### config.mk
export PLATFORM = sky130hd
export DESIGN_NAME = clcd_i2c_reader
export DESIGN_NICKNAME = d
export VERILOG_FILES = /design/src/rtl/clcd_i2c_reader.sv
export SDC_FILE = /design/constraint.sdc
export NUM_CORES = 1
export LEC_CHECK = 0
export ABC_CLOCK_PERIOD_IN_PS = 2380
export CAP_MARGIN = 20
export CORE_ASPECT_RATIO = 1.4
export CORE_MARGIN = 2
export CORE_UTILIZATION = 30
export DETAILED_ROUTE_END_ITERATION = 10
export HOLD_SLACK_MARGIN = 0.1
export PLACE_DENSITY_LB_ADDON = 0.3
export SLEW_MARGIN = 20
export SYNTH_ARGS = -nofsm -noshare
export SYNTH_HDL_FRONTEND = slang
export SYNTH_SLANG_ARGS = --single-unit
### constraint.sdc
create_clock -name clk -period 2.38 [get_ports clk]
set_clock_uncertainty 0.1 [all_clocks]
set_input_delay 0.476 -clock clk [delete_from_list [all_inputs] [get_ports clk]]
set_output_delay 0.476 -clock clk [all_outputs]
set_load 0.1 [all_outputs]
### src/rtl/clcd_i2c_reader.sv
`default_nettype none
// ============================================================================
// clcd_i2c_reader : reads one HD44780 byte (IR or DR) through a PCF8574 backpack
// Revision 1.0
// ============================================================================
module clcd_i2c_reader #(
  parameter logic [6:0] I2C_ADDR  = 7'h27,
  parameter logic       BACKLIGHT = 1'b1,
  parameter int         MAX_POLL  = 255
) (
  input  logic       clk,
  input  logic       reset_p,
  input  logic       i_busy,
  input  logic [7:0] i_rdata,
  output logic       o_valid,
  output logic       o_RW,
  output logic [7:0] o_data,
  output logic [6:0] o_addr,
  input  logic       i_req,
  input  logic       i_RS,
  input  logic       i_poll,
  output logic [7:0] o_rdata,
  output logic       o_done,
  output logic       o_timeout,
  output logic       o_busy
);

  localparam logic [2:0] S_IDLE  = 3'd0;
  localparam logic [2:0] S_EH_H  = 3'd1;
  localparam logic [2:0] S_RD_H  = 3'd2;
  localparam logic [2:0] S_EL_H  = 3'd3;
  localparam logic [2:0] S_EH_L  = 3'd4;
  localparam logic [2:0] S_RD_L  = 3'd5;
  localparam logic [2:0] S_EL_L  = 3'd6;
  localparam logic [2:0] S_CHECK = 3'd7;

  localparam logic [7:0] C_MAX_POLL = 8'(MAX_POLL);

  logic [2:0] state_q, state_d;
  logic       busy_prev_q;
  logic       launched_q, launched_d;
  logic       seen_rise_q, seen_rise_d;
  logic       valid_q, valid_d;
  logic       rw_q, rw_d;
  logic [7:0] data_q, data_d;
  logic [7:0] rdata_q, rdata_d;
  logic       timeout_q, timeout_d;
  logic       rs_q, rs_d;
  logic       poll_q, poll_d;
  logic [7:0] cnt_q, cnt_d;

  logic w_rise, w_fall, w_rd_phase, w_e_bit, w_bus_phase, w_phase_done;
  logic w_retry, w_give_up, w_unused_rdata;

  assign w_rise         = i_busy & ~busy_prev_q;
  assign w_fall         = ~i_busy & busy_prev_q;
  assign w_rd_phase     = (state_q == S_RD_H) || (state_q == S_RD_L);
  assign w_e_bit        = (state_q == S_EH_H) || (state_q == S_EH_L);
  assign w_bus_phase    = (state_q != S_IDLE) && (state_q != S_CHECK);
  // A fall only completes a phase once this phase's own rise has been seen.
  assign w_phase_done   = w_bus_phase & launched_q & seen_rise_q & w_fall;
  assign w_retry        = (state_q == S_CHECK) & poll_q & rdata_q[7] & (cnt_q < C_MAX_POLL);
  assign w_give_up      = (state_q == S_CHECK) & poll_q & rdata_q[7] & (cnt_q >= C_MAX_POLL);
  assign w_unused_rdata = &{1'b0, i_rdata[3:0]};

  always_ff @(posedge clk) begin
    if (reset_p) begin
      state_q     <= S_IDLE;
      busy_prev_q <= 1'b0;
      launched_q  <= 1'b0;
      seen_rise_q <= 1'b0;
      valid_q     <= 1'b0;
      rw_q        <= 1'b0;
      data_q      <= 8'h00;
      rdata_q     <= 8'h00;
      timeout_q   <= 1'b0;
      rs_q        <= 1'b0;
      poll_q      <= 1'b0;
      cnt_q       <= 8'd0;
    end else begin
      state_q     <= state_d;
      busy_prev_q <= i_busy;
      launched_q  <= launched_d;
      seen_rise_q <= seen_rise_d;
      valid_q     <= valid_d;
      rw_q        <= rw_d;
      data_q      <= data_d;
      rdata_q     <= rdata_d;
      timeout_q   <= timeout_d;
      rs_q        <= rs_d;
      poll_q      <= poll_d;
      cnt_q       <= cnt_d;
    end
  end

  always_comb begin
    state_d = state_q;
    case (state_q)
      S_IDLE:  if (i_req) state_d = S_EH_H;
      S_EH_H:  if (w_phase_done) state_d = S_RD_H;
      S_RD_H:  if (w_phase_done) state_d = S_EL_H;
      S_EL_H:  if (w_phase_done) state_d = S_EH_L;
      S_EH_L:  if (w_phase_done) state_d = S_RD_L;
      S_RD_L:  if (w_phase_done) state_d = S_EL_L;
      S_EL_L:  if (w_phase_done) state_d = S_CHECK;
      default: state_d = w_retry ? S_EH_H : S_IDLE;
    endcase
  end

  always_comb begin
    launched_d  = launched_q;
    seen_rise_d = seen_rise_q;
    valid_d     = valid_q;
    rw_d        = rw_q;
    data_d      = data_q;
    rdata_d     = rdata_q;
    timeout_d   = timeout_q;
    rs_d        = rs_q;
    poll_d      = poll_q;
    cnt_d       = cnt_q;
    case (state_q)
      S_IDLE: begin
        if (i_req) begin
          rs_d        = i_RS & ~i_poll;
          poll_d      = i_poll;
          timeout_d   = 1'b0;
          cnt_d       = 8'd1;
          launched_d  = 1'b0;
          seen_rise_d = 1'b0;
        end
      end
      S_CHECK: begin
        if (w_retry)   cnt_d     = cnt_q + 8'd1;
        if (w_give_up) timeout_d = 1'b1;
      end
      default: begin
        if (!launched_q) begin
          launched_d = 1'b1;
          valid_d    = 1'b1;
          // Read phases keep the previous expander byte on o_data.
          if (w_rd_phase) begin
            rw_d = 1'b1;
          end else begin
            rw_d   = 1'b0;
            data_d = {4'hF, BACKLIGHT, w_e_bit, 1'b1, rs_q};
          end
        end else if (w_rise) begin
          valid_d     = 1'b0;
          seen_rise_d = 1'b1;
        end else if (w_phase_done) begin
          launched_d  = 1'b0;
          seen_rise_d = 1'b0;
          if (state_q == S_RD_H) rdata_d[7:4] = i_rdata[7:4];
          if (state_q == S_RD_L) rdata_d[3:0] = i_rdata[7:4];
        end
      end
    endcase
  end

  always_comb begin
    o_valid   = valid_q;
    o_RW      = rw_q;
    o_data    = data_q;
    o_addr    = I2C_ADDR;
    o_rdata   = rdata_q;
    o_timeout = timeout_q;
    o_done    = (state_q == S_CHECK) & ~w_retry;
    o_busy    = (state_q != S_IDLE);
  end

endmodule
`default_nettype wire

## Word-level counts from Yosys, hierarchy flattened

Index checks and enable logic that the tools add are counted.

| word-level totals | value |
|---|---|
| input port bits | 14 |
| logic and storage cells | 100 |
| output and inout port bits | 28 |
| bits in registers | 31 |

| operators by class | value |
|---|---|
| equality and inequality tests | 18 |
| reductions and logical operators | 20 |
| muxes and demuxes | 26 |
| bitwise logic cells | 20 |
| add/subtract/negate cells | 1 |
| $lt $le $gt $ge | 2 |

Operators with widths:

| cell | count |
|---|---|
| 3-bit 2-to-1 mux | 7 |
| 3-bit one-hot mux with 7 select lines | 1 |
| 2-bit != test, second input constant | 9 |
| 8-bit 2-to-1 mux | 2 |
| 8-bit one-hot mux with 2 select lines | 1 |
| 3-bit == test, second input constant | 4 |
| 1-bit 2-to-1 mux | 12 |
| 1-bit bitwise AND | 11 |
| 5-bit AND reduction | 2 |
| 1-bit NOT | 9 |
| 3-bit AND reduction | 3 |
| 8-bit by 1-bit adder with 8-bit output, second input constant | 1 |
| 8-bit >= comparator, second input constant | 1 |
| 8-bit less-than comparator, second input constant | 1 |
| 2-bit AND reduction | 4 |
| 7-bit AND reduction | 1 |
| 3-bit by 2-bit == test with 1-bit output, second input constant | 2 |
| 1-bit one-hot mux with 2 select lines | 3 |
| 3-bit nonzero test | 2 |
| 4-bit AND reduction | 1 |
| 2-bit nonzero test | 2 |
| 3-bit by 1-bit == test with 1-bit output, second input constant | 1 |
| 3-bit zero test | 1 |
| 3-bit != test, second input constant | 1 |
| 4 further kinds | 5 |

## Logic depth before layout (Yosys ltp)

| depth | value |
|---|---|
| depth after elaboration | 9 |
| depth in mapped cells | 7 |
| mapped depth without buffers | 5 |

## Worst setup path before layout

No wires, ideal clock.

| timing path | value |
|---|---|
| kind | register to output |
| start point | register cnt_q[0] |
| end point | output port o_done |
| cell stages (with the launch flop) | 5 |
| buffers on the path | 0 |
| required time | 1.804 ns |
| arrival time | 2.670 ns |
| path slack | -0.866 ns |
| cells stage by stage | dfxtp_1 -> ha_1 -> nand3_1 -> or3_1 -> a21oi_1 |

| on the way | value |
|---|---|
| word-level cells in the longest chain between the ends | 4 |

Ends and longest elaborated chain:

| what | line | text |
|---|---|---|
| start, declared | 50 | `logic [7:0] cnt_q, cnt_d;` |
| start signal, assigned | 92 | `cnt_q <= cnt_d;` |
| 8-bit less-than comparator | 62 | `assign w_retry = (state_q == S_CHECK) & poll_q & rdata_q[7] & (cnt_q < C_MAX_POLL);` |
| 1-bit bitwise AND | 62 |  |
| 1-bit NOT | 167 | `o_done = (state_q == S_CHECK) & ~w_retry;` |
| 1-bit bitwise AND | 167 |  |
| end, declared | 23 | `output logic o_done,` |

Every way passes these cells.

## Worst setup path after layout

Ends and elaborated chain as after synthesis.

==> flow_metrics.tcl <==
set metrics [dict create \
    rows 30 \
    syn_area_um2 1460 \
    cts_tree "yes" \
    hold_path_end "seen_rise_q" \
    power.density_nw_per_um2 701 \
    setup_viol 0 \
    clkLatencyLatePin_ns 0.28 \
    wire_per_inst_um 12.5 \
    avgViaCountPerCell 4.88 \
    setup_tns_ns 0 \
    cp_num_buf_inv 1 \
    cts_max_level 2 \
    synth_edf_count 0 \
    clkSlewWorstSetupHoldPaths_ns 0.06 \
    crit-reg2reg-launch "state_q[1]" \
    cts_sinks 30 \
    worst-r2r-setup-slack_ns 0.57 \
    report.final.slew_viol_count 0 \
    place.gp.congestion 0.746 \
    hold_viol 0 \
    reg2reg_to "cnt_q[6]" \
    cp_slowest_stage_delay_ns 0.40 \
    start_util_pct 30.6 \
    antenna_found_initial 0 \
    hold_path.startpoint "seen_rise_q" \
    area_delta_synth_final_pct 30.0 \
    synth_area_leader_cell "dfxtp_1" \
    final_util_pct 39.7 \
    synthTopCellsByArea "dfxtp_1 (41%), mux2i_1 (6.9%), buf_4 (6.7%), nor2_1 (5.2%), a21oi_1 (3.8%)" \
    postCtsSetupBuffers 0 \
    numPortBuffers 30 \
    grt.total_usage_pct 12.7 \
    fin_crit_sh_pct 96.8 \
    dp_hpwl_um 2410 \
    path_cells "ha_2 -> nand3_1 -> or3_4 -> a21oi_4 -> buf_12" \
    drc 0 \
    clockRootBuffer "clkbuf_8" \
    async_flop_share_pct 0 \
    grt-ovfl-total 0 \
    ys_ff_latch 30 \
    grt_pass1_wl_um 5450 \
    firstDrtPassIters 4 \
    synth_area_per_cell_um2 8.57 \
    layout_min_cycle_time_ns 2.30 \
    clockBufferDepth 2 \
    rsz0062_at_grt "no" \
    num_antenna_cells 0 \
    synth.yosys.seq_area_share_pct 41.2 \
    yosys_warnings 0 \
    ant_nets 0 \
    status "complete, no violations" \
    irDropWorstVdd_mv 0.360 \
    cpLargestDelayFamily "simple AND/OR/NAND/NOR gates" \
    worstPathArrival_ns 1.73 \
    synth.most_common_cell "dfxtp_1" \
    power_leakage_uw 0.000772 \
    min_path_type "register to register" \
    cp_max_fo 5 \
    netlist_instances 170 \
    dieHeight_um 86.5 \
    numCtsBuffers 5 \
    nets 217 \
    fmax_mhz 434 \
    min_delay_path_depth 2 \
    synth_flop_cell "dfxtp_1" \
    max_cap_violations 0 \
    grt_pass1_vias 1239 \
    die_w_um 62.9 \
    wirelength_um 3340 \
    routed-via-count 1303 \
    critPathCaptureType "output port" \
    drive_above_1_share_pct 23.6 \
    worst_setup_path_start_kind "register" \
    ios 42 \
    ys_top_cells_by_count "dfxtp_1 (30), nor2_1 (20), buf_4 (13), a21oi_1 (11)" \
    core_area_um2 4770 \
    worstPathRequired_ns 1.80 \
    yosysUniqueCellTypes 41 \
    r2r_cells 4 \
    grt_max_degree 33 \
    worstSetupPathType "register to output port" \
    drt_iter0_markers 28 \
    dieArea_um2 5440 \
    crit_slowest_cell "or3_4" \
    synth_top_area_share_pct 41.2 \
]
where the power goes:
group,total (uW),switching [uW],internal [uW]
logic,363,278,85.2
registers,536,15.9,520
clock network,429,196,233
total,1330,490,838
worst max path at each step:
stage,startpoint,endpoint,slack [ns],cells after the start
2_1_floorplan,cnt_q[0],o_done,0.01,4
3_3_place_gp,i_req,seen_rise_q,0.16,5
3_5_place_dp,i_req,cnt_q[2],0.15,5
4_1_cts,cnt_q[1],o_done,0.005,5
5_1_grt,cnt_q[0],o_done,0.01,5
6_report,cnt_q[0],o_done,0.08,5
placed cells by master, fill, tap and decap left out, types with 2 or more instances in the layout:
| master | count |
|---|---|
| o211ai_1 | 6 |
| nand3_1 | 10 |
| o21ai_0 | 4 |
| dfxtp_1 | 28 |
| clkbuf_8 | 6 |
| or3_1 | 2 |
| conb_1 | 7 |
| a31oi_1 | 5 |
| nor2_1 | 20 |
| nand2_1 | 10 |
| mux2i_1 | 10 |
| or4_1 | 3 |
| buf_4 | 31 |
| and3_1 | 3 |
| buf_12 | 2 |
| clkdlybuf4s50_1 | 9 |
| nor3_1 | 3 |
| nand4b_1 | 2 |
| inv_1 | 5 |
| a21oi_1 | 10 |
kinds of logic after synthesis:
kind of cell | after synthesis | synth area share [%]
flip-flops | 30 | 41.2
adder cells (fa/ha/maj) | 1 | 0.858
multiplexers | 10 | 6.87
AO/OA/AOI/OAI | 35 | 15.4
AND/OR/NAND/NOR | 64 | 23.7
buffers and inverters | 27 | 10.9
XOR/XNOR | 1 | 0.601
other | 2 | 0.515
registers in the layout (all words and copies together), names as in the netlist:
register	cells
cnt_q	8
o_rdata	8
o_data	3
state_q	3
busy_prev_q	1
launched_q	1
o_RW	1
o_timeout	1
o_valid	1
poll_q	1
rs_q	1
seen_rise_q	1
worst reg2reg max path: cells and delay by family (launching register included):
kind,cells,cell delay [ns]
compound gates,1,0.16
flops,1,0.33
simple gates,3,1.16
layer usage:
metal  part of all wire [%]  global-route usage, %
met2                     53                   23.4
met3                    5.2                   4.29
met1                     40                   12.9
met4                    1.1                   5.86
met5                      0                      0
metrics by stage:
| stage | hold slack, ns | instances | area (um2) | setup slack [ns] | power [uW] |
|---|---|---|---|---|---|
| 3_3_place_gp | 0.366 | 259 | 1790 | 0.164 | 909 |
| 4_1_cts | 0.377 | 267 | 1890 | 0.00493 | 1340 |
| 2_1_floorplan | 0.345 | 175 | 1490 | 0.0150 | 848 |
| 6_report | 0.374 | 267 | 1890 | 0.0762 | 1330 |
| 5_1_grt | 0.423 | 267 | 1890 | 0.0114 | 1380 |
| 3_5_place_dp | 0.368 | 259 | 1790 | 0.150 | 911 |
what timing repair did:
item	in CTS	in global routing
endpoints found under the setup margin	1	1
gates resized for setup	3	2
pin swaps	0	2
hold buffers	0	0
cell type report:
cell class | instances | area, um2
Clock buffer | 7 | 86.3
Clock inverter | 1 | 5.00
Fill cell | 514 | 2870
Inverter | 5 | 18.8
Multi-Input combinational cell | 118 | 736
Sequential cell | 30 | 606
Tap cell | 64 | 80.1
Timing Repair Buffer | 42 | 363
Power figures use the tool's default switching activity.
